--- src/rtl/keypad_bcd_entry_pkg.sv ---
// keypad_pkg: shared FSM states, code constants and one-hot helpers for the keypad entry block
package keypad_pkg;
  typedef enum logic [1:0] {IDLE, PRESS_DB, HELD, RELEASE_DB} state_t;
  localparam int CODE_W = 4;
  localparam logic [CODE_W-1:0] CODE_NONE = 4'b1111;
  function automatic logic is_onehot(input logic [15:0] v);
    return v != 16'd0 && (v & (v - 16'd1)) == 16'd0;
  endfunction
  function automatic logic [CODE_W-1:0] onehot_to_code(input logic [15:0] v);
    logic [CODE_W-1:0] r;
    r = CODE_NONE;
    for (int i = 0; i < 16; i++) if (v == (16'd1 << i)) r = CODE_W'(i);
    return r;
  endfunction
endpackage

--- src/rtl/keypad_bcd_entry_if.sv ---
// keypad_bcd_entry_if: keypad inputs plus encoded code and entry-buffer outputs
interface keypad_bcd_entry_if #(parameter int N_KEYS = 10, parameter int N_DIGITS = 4);
  localparam int CW = $clog2(N_DIGITS + 1);
  logic enablen;
  logic [N_KEYS-1:0] keypad;
  logic clear;
  logic [3:0] code;
  logic code_valid;
  logic key_error;
  logic overflow;
  logic [4*N_DIGITS-1:0] digits;
  logic [CW-1:0] count;
  logic full;
  modport master(output enablen, keypad, clear, input code, code_valid, key_error, overflow, digits, count, full);
  modport slave(input enablen, keypad, clear, output code, code_valid, key_error, overflow, digits, count, full);
endinterface

--- src/rtl/keypad_bcd_entry_debouncer.sv ---
// key_debouncer: registers the keypad and debounces press/release, pulsing accept once per press
module key_debouncer
  import keypad_pkg::*;
#(
  parameter int N_KEYS = 10,
  parameter int DEBOUNCE_CYCLES = 4
) (
  input  logic              clk,
  input  logic              reset,
  input  logic              enablen,
  input  logic [N_KEYS-1:0] keypad,
  output logic              accept_pulse,
  output logic [N_KEYS-1:0] cand
);
  localparam logic [7:0] DB = 8'(DEBOUNCE_CYCLES);
  state_t state, state_n;
  logic [7:0] cnt, cnt_n;
  logic [N_KEYS-1:0] keypad_q, cand_q;
  always_ff @(posedge clk) begin
    if (reset) begin
      state <= IDLE;
      cnt <= '0;
      keypad_q <= '0;
      cand_q <= '0;
    end else begin
      state <= state_n;
      cnt <= cnt_n;
      keypad_q <= keypad;
      cand_q <= cand;
    end
  end
  // cand follows keypad_q while pressing, so the accepted pattern is always the current one
  always_comb begin
    state_n = state;
    cnt_n = cnt;
    cand = cand_q;
    accept_pulse = 1'b0;
    if (enablen) begin
      state_n = IDLE;
      cnt_n = '0;
    end else if (state == IDLE || state == PRESS_DB) begin
      if (keypad_q == '0) begin
        state_n = IDLE;
      end else begin
        cand = keypad_q;
        cnt_n = (state == PRESS_DB && keypad_q == cand_q) ? cnt + 8'd1 : 8'd1;
        accept_pulse = cnt_n >= DB;
        state_n = accept_pulse ? HELD : PRESS_DB;
      end
    end else if (keypad_q != '0) begin
      state_n = HELD;
    end else begin
      cnt_n = state == RELEASE_DB ? cnt + 8'd1 : 8'd1;
      state_n = cnt_n >= DB ? IDLE : RELEASE_DB;
    end
  end
endmodule

--- src/rtl/keypad_bcd_entry.sv ---
// keypad_bcd_entry: debounced one-hot keypad encoder feeding a shift-in digit entry buffer
module keypad_bcd_entry
  import keypad_pkg::*;
#(
  parameter int N_KEYS = 10,
  parameter int N_DIGITS = 4,
  parameter int DEBOUNCE_CYCLES = 4
) (
  input logic clk,
  input logic reset,
  keypad_bcd_entry_if.slave bus
);
  localparam int DW = 4 * N_DIGITS;
  localparam int CW = $clog2(N_DIGITS + 1);
  logic accept, onehot, push;
  logic [N_KEYS-1:0] cand;
  logic [CODE_W-1:0] cand_code;
  key_debouncer #(.N_KEYS(N_KEYS), .DEBOUNCE_CYCLES(DEBOUNCE_CYCLES)) u_db (
    .clk(clk),
    .reset(reset),
    .enablen(bus.enablen),
    .keypad(bus.keypad),
    .accept_pulse(accept),
    .cand(cand)
  );
  assign onehot = is_onehot(16'(cand));
  assign cand_code = onehot_to_code(16'(cand));
  assign push = accept && onehot;
  assign bus.full = bus.count == CW'(N_DIGITS);
  // clear wins over a same-cycle push; the digit is dropped but still reported on code
  always_ff @(posedge clk) begin
    if (reset) begin
      bus.code <= CODE_NONE;
      bus.code_valid <= 1'b0;
      bus.key_error <= 1'b0;
      bus.overflow <= 1'b0;
      bus.digits <= '0;
      bus.count <= '0;
    end else begin
      bus.code_valid <= push;
      bus.key_error <= accept && !onehot;
      bus.overflow <= push && bus.full && !bus.clear;
      if (push) bus.code <= cand_code;
      if (bus.clear) begin
        bus.digits <= '0;
        bus.count <= '0;
      end else if (push && !bus.full) begin
        bus.digits <= DW'({bus.digits, cand_code});
        bus.count <= bus.count + CW'(1);
      end
    end
  end
endmodule

--- src/flat_wrapper.sv ---
// flat-port wrapper written by rule: the top's interface ports become plain ports
module keypad_bcd_entry_flat import keypad_pkg::*;
#(
  parameter int N_KEYS = 10,
  parameter int N_DIGITS = 4,
  parameter int DEBOUNCE_CYCLES = 4
)
  (clk, reset, bus_enablen, bus_keypad, bus_clear, bus_code, bus_code_valid, bus_key_error, bus_overflow, bus_digits, bus_count, bus_full);
  keypad_bcd_entry_if #(.N_KEYS(N_KEYS), .N_DIGITS(N_DIGITS)) bus_i ();
  input logic clk;
  input logic reset;
  input wire logic [$bits(bus_i.enablen)-1:0] bus_enablen;
  input wire logic [$bits(bus_i.keypad)-1:0] bus_keypad;
  input wire logic [$bits(bus_i.clear)-1:0] bus_clear;
  output wire logic [$bits(bus_i.code)-1:0] bus_code;
  output wire logic [$bits(bus_i.code_valid)-1:0] bus_code_valid;
  output wire logic [$bits(bus_i.key_error)-1:0] bus_key_error;
  output wire logic [$bits(bus_i.overflow)-1:0] bus_overflow;
  output wire logic [$bits(bus_i.digits)-1:0] bus_digits;
  output wire logic [$bits(bus_i.count)-1:0] bus_count;
  output wire logic [$bits(bus_i.full)-1:0] bus_full;
  assign bus_i.enablen = bus_enablen;
  assign bus_i.keypad = bus_keypad;
  assign bus_i.clear = bus_clear;
  assign bus_code = bus_i.code;
  assign bus_code_valid = bus_i.code_valid;
  assign bus_key_error = bus_i.key_error;
  assign bus_overflow = bus_i.overflow;
  assign bus_digits = bus_i.digits;
  assign bus_count = bus_i.count;
  assign bus_full = bus_i.full;
  keypad_bcd_entry #(.N_KEYS(N_KEYS), .N_DIGITS(N_DIGITS), .DEBOUNCE_CYCLES(DEBOUNCE_CYCLES)) u_core (.clk(clk), .reset(reset), .bus(bus_i));
endmodule
--- config.mk ---
export PLATFORM = sky130hd
export DESIGN_NAME = keypad_bcd_entry_flat
export DESIGN_NICKNAME = d
export VERILOG_FILES = /design/src/rtl/keypad_bcd_entry_pkg.sv /design/src/rtl/keypad_bcd_entry_if.sv /design/src/rtl/keypad_bcd_entry_debouncer.sv /design/src/rtl/keypad_bcd_entry.sv /design/src/flat_wrapper.sv
export SDC_FILE = /design/constraint.sdc
export NUM_CORES = 1
export LEC_CHECK = 0
export ABC_AREA = 1
export BUFFER_PORTS_ARGS = -buffer_cell sky130_fd_sc_hd__buf_4
export CAP_MARGIN = 20
export CORE_MARGIN = 5
export CORE_UTILIZATION = 50
export CTS_BUF_LIST = sky130_fd_sc_hd__clkbuf_2 sky130_fd_sc_hd__clkbuf_4 sky130_fd_sc_hd__clkbuf_8
export DETAILED_ROUTE_END_ITERATION = 12
export GPL_ROUTABILITY_DRIVEN = 0
export MAX_ROUTING_LAYER = met4
export PLACE_DENSITY = 0.73
export SLEW_MARGIN = 20
export SYNTH_ARGS = -nofsm -noshare
export SYNTH_HDL_FRONTEND = slang
export SYNTH_SLANG_ARGS = --single-unit
--- constraint.sdc ---
create_clock -name clk -period 2.5 [get_ports clk]
set_input_delay 0.375 -clock clk [delete_from_list [all_inputs] [get_ports clk]]
set_output_delay 0.375 -clock clk [all_outputs]
set_load 0.02 [all_outputs]
==> insert_results.sql <==
INSERT INTO impl_metrics (metric_group, metric, value, unit) VALUES
('run_status', 'status', 'finished, violations left', ''),
('run_status', 'failed_checks', 'setup timing', ''),
('synth', 'post_synth_instance_area', '0.003129', 'mm²'),
('cells_and_area', 'final.fill_count', '460', ''),
('clocking', 'tritoncts', 'built', ''),
('cells_and_area', 'final_net_count', '556', ''),
('clocking', 'count_of_hold_buffers_inserted_by_post_cts_repair', '0', ''),
('flow_run', 'maxCapViolations', '0', ''),
('cells_and_area', 'antenna_cells', '0', ''),
('critical_path', 'timing_worst_setup_path_type', 'flip-flop to flip-flop', ''),
('sta', 'final.setup.worst_slack', '-0.01176', 'ns'),
('route', 'drt_iter0_markers', '247', ''),
('sta', 'relSlewSlack', '0.6712', ''),
('global_route', 'grt_overflow', '0', ''),
('synth', 'proportion_of_synthesized_flip_flops_having_asynchronous_set_or_reset', '0', ''),
('global_route', 'first_global_vias', '2741', ''),
('route', 'vias', '3353', ''),
('clocking', 'clock_pin_slew_on_the_worst_setup_and_hold_paths', '0.10', 'ns'),
('synth', 'synth_top_flop_cell', 'sky130_fd_sc_hd__dfxtp_1', ''),
('global_route', 'antenna_found_initial', '0', ''),
('floorplan', 'design.die.area', '0.007941', 'mm²'),
('cells_and_area', 'most_frequent_cells_in_the_layout', 'sky130_fd_sc_hd__nand2_1, sky130_fd_sc_hd__buf_4, sky130_fd_sc_hd__nor2_1', ''),
('floorplan', 'design.core.area', '0.005991', 'mm²'),
('global_route', 'track_usage', '0.2057', ''),
('power', 'p_per_area', '487.8', 'mW/mm²'),
('floorplan', 'ioPinCount', '41', ''),
('floorplan', 'floorplan.die.width', '89.11', 'µm'),
('cells_and_area', 'most_common_library_cell_in_the_layout_ignoring_fill_and_taps', 'sky130_fd_sc_hd__nand2_1', ''),
('synth', 'synth_enable_flop_cells', '0', ''),
('cells_and_area', 'flow.area_growth_from_synthesis', '32.95', '%'),
('synth', 'netlist.top_cell.by_area', 'sky130_fd_sc_hd__dfxtp_1', ''),
('clocking', 'clk_latency', '0.32', 'ns'),
('route', 'wl_per_cell', '14.30', 'µm'),
('global_route', 'grt_start_max_net_pins', '26', ''),
('placed_design', 'port-buffer-count', '40', ''),
('route', 'via_per_inst', '5.452', ''),
('synth', 'synth-seq-area-share', '0.3583', ''),
('critical_path', 'timing.critical_path.from_type', 'flip-flop', ''),
('cells_and_area', 'drive_above_1_share', '0.3296', ''),
('synth', 'synth.distinct_cells', '37', ''),
('route', 'drt_first_pass_iters', '5', ''),
('synth', 'post_synth_inst_count', '458', ''),
('critical_path', 'cp_data_required_time', '2.76', 'ns'),
('route', 'route.detailed.drc', '0', ''),
('floorplan', 'core.rowCount', '28', ''),
('sta', 'timing_worst_slew_pin_value', '0.4914', 'ns'),
('sta', 'timing.final.setup_violations', '1', ''),
('power', 'power.total', '2.029', 'mW'),
('clocking', 'cts_root_buf', 'sky130_fd_sc_hd__clkbuf_8', ''),
('route', 'drt-total-wl', '8795', 'µm'),
('critical_path', 'critical_path.endpoint_type', 'flip-flop', ''),
('sta', 'grt_setup_unrepaired', 'yes', ''),
('cells_and_area', 'utilization', '0.6944', ''),
('critical_path', 'critical_path_peak_fanout', '8', ''),
('synth', 'synth.top_cell.area_share', '0.3583', ''),
('synth', 'yosysWarningCount', '0', ''),
('sta', 'final-max-slew-violation-count', '0', ''),
('clocking', 'htree_levels', '2', ''),
('synth', 'ff_latch_count_synth', '56', ''),
('sta', 'period_needed', '2.512', 'ns'),
('sta', 'report.final.hold_viol_count', '0', ''),
('sta', 'fmaxAchievable', '398.1', 'MHz'),
('synth', 'syn_nets', '475', ''),
('placed_design', 'placed_cell_area', '0.003591', 'mm²'),
('power', 'max_rail_drop_vdd', '0.3305', 'mV'),
('power', 'leakage_power_summed_over_all_cells', '1.956', 'nW'),
('clocking', 'cts_buffers', '5', ''),
('floorplan', 'die_height', '89.11', 'µm'),
('critical_path', 'timing.critical_path.arrival', '2.77', 'ns'),
('clocking', 'cts_max_path_buffers', '2', ''),
('route', 'detail-route-antenna-nets', '0', ''),
('sta', 'finalClockSkew', '0.01345', 'ns'),
('clocking', 'cts_num_sinks', '56', ''),
('placed_design', 'detailedPlacementHpwl', '5595', 'µm'),
('hold_path', 'worstHoldPathType', 'primary input to flip-flop', ''),
('synth', 'synthTopCellsByArea', 'sky130_fd_sc_hd__dfxtp_1, sky130_fd_sc_hd__nand2_1, sky130_fd_sc_hd__nor2_1, sky130_fd_sc_hd__inv_1, sky130_fd_sc_hd__nand4_1', ''),
('synth', 'avgSynthCellArea', '6.832', 'µm²'),
('global_route', 'global_route_wire_length_before_repair', '12690', 'µm'),
('sta', 'period_share', '1.005', ''),
('cells_and_area', 'postLayoutCellArea', '0.004160', 'mm²'),
('floorplan', 'start_util', '0.5223', '');
-- sequential cells by signal, indices dropped and copies added, names as in the netlist --
| signal | flops |
|---|---|
| u_core.bus.code_valid | 1 |
| u_core.u_db.state | 2 |
| u_core.u_db.cnt | 8 |
| u_core.bus.overflow | 1 |
| u_core.bus.key_error | 1 |
| u_core.bus.count | 3 |
| u_core.u_db.cand_q | 10 |
| u_core.u_db.keypad_q | 10 |
| u_core.bus.digits | 16 |
| u_core.bus.code | 4 |
-- kinds of logic (layout without fill, tap and decap cells) --
logic type | after synthesis | after routing | share of synthesized area
xor gates and xnor gates | 7 | 7 | 0.01959
DFF | 56 | 56 | 0.3583
adders and majority gates | 3 | 3 | 0.01200
AOI/OAI and AO/OA | 49 | 49 | 0.08997
and+or+nand+nor | 268 | 270 | 0.4186
buffers and inverters | 75 | 155 | 0.1016
-- critical path: stages (launching register included) --
cell and delay [ns]:
sky130_fd_sc_hd__dfxtp_2 0.38, sky130_fd_sc_hd__inv_2 0.07, sky130_fd_sc_hd__nand2_2 0.06, sky130_fd_sc_hd__nor2_2 0.05
sky130_fd_sc_hd__nand2_4 0.11, sky130_fd_sc_hd__buf_8 0.13, sky130_fd_sc_hd__buf_6 0.11, sky130_fd_sc_hd__nand4_1 0.15
sky130_fd_sc_hd__nand2_4 0.16, sky130_fd_sc_hd__nand2_4 0.08, sky130_fd_sc_hd__nor2_4 0.18, sky130_fd_sc_hd__nand2_4 0.07
sky130_fd_sc_hd__nand2_4 0.07, sky130_fd_sc_hd__o21ai_4 0.07, sky130_fd_sc_hd__nor3_4 0.23, sky130_fd_sc_hd__buf_12 0.16
sky130_fd_sc_hd__nand3_4 0.12, sky130_fd_sc_hd__nand2_2 0.11, sky130_fd_sc_hd__nand2_2 0.05, sky130_fd_sc_hd__nor2_1 0.10
-- area by class of cell --
type	count	area [µm²]	share of cell area
timing repair buffer	85	703.2	0.1690
multi-input combinational	329	1874	0.4505
sequential	56	1134	0.2725
inverter	62	239.0	0.05744
clock inverter	3	47.55	0.01143
clock buffer	5	68.82	0.01654
tap	75	93.84	0.02256
-- per-layer routing --
layer	vias up	wire, µm	GRT usage
met3	21	741	0.03041
met5	-	0	-
met1	1528	3673	0.2844
li1	1643	-	-
met4	0	144	0.05413
met2	161	4234	0.3141
-- stage by stage --
step	hold WS, ns	setup TNS [ns]	worst slack (ns)	cells
finish	0.2590	-0.01176	-0.01176	615
global route	0.2588	-3.167	-0.2106	615
CTS	0.2558	0	0.004307	587
detailed placement	0.4567	-0.01902	-0.01625	577
global placement	0.4493	0	0.002100	577
floorplan	0.4532	0	0.2966	458
-- final timing paths --
check / startpoint / to / slack [ns] / depth (start not counted)
hold reg to reg: u_core.bus.digits[15] / u_core.bus.digits[15] / 0.47 / 2
setup reg to reg: u_core.u_db.keypad_q[3] / u_core.bus.count[0] / -0.01 / 19
hold / removal: bus_keypad[3] / u_core.u_db.keypad_q[3] / 0.26 / 3
setup / recovery: u_core.u_db.keypad_q[3] / u_core.bus.count[0] / -0.01 / 19
-- what timing repair did --
| item | CTS | global route |
|---|---|---|
| cloned | 1 | 1 |
| resized for setup | 1 | 66 |
| endpoints found under the setup margin | 20 | 27 |
| pin swaps | 1 | 23 |
| buffers inserted | 1 | 27 |
-- report_power, final --
part | internal (mW) | switching (mW)
Combinational | 0.196 | 0.285
Sequential | 0.915 | 0.0184
Clock | 0.302 | 0.312
-- cell usage after synthesis, types with 7 or more instances --
| master | n |
|---|---|
| sky130_fd_sc_hd__nand4_1 | 32 |
| sky130_fd_sc_hd__nor2_1 | 62 |
| sky130_fd_sc_hd__nor3_1 | 9 |
| sky130_fd_sc_hd__xor2_1 | 7 |
| sky130_fd_sc_hd__o21ai_0 | 8 |
| sky130_fd_sc_hd__a21oi_1 | 29 |
| sky130_fd_sc_hd__nand2_2 | 10 |
| sky130_fd_sc_hd__nand2_1 | 114 |
| sky130_fd_sc_hd__nand3_1 | 13 |
| sky130_fd_sc_hd__inv_1 | 57 |
| sky130_fd_sc_hd__nand2_4 | 8 |
| sky130_fd_sc_hd__dfxtp_1 | 56 |
Note: power is estimated with default switching activity, not from simulation.
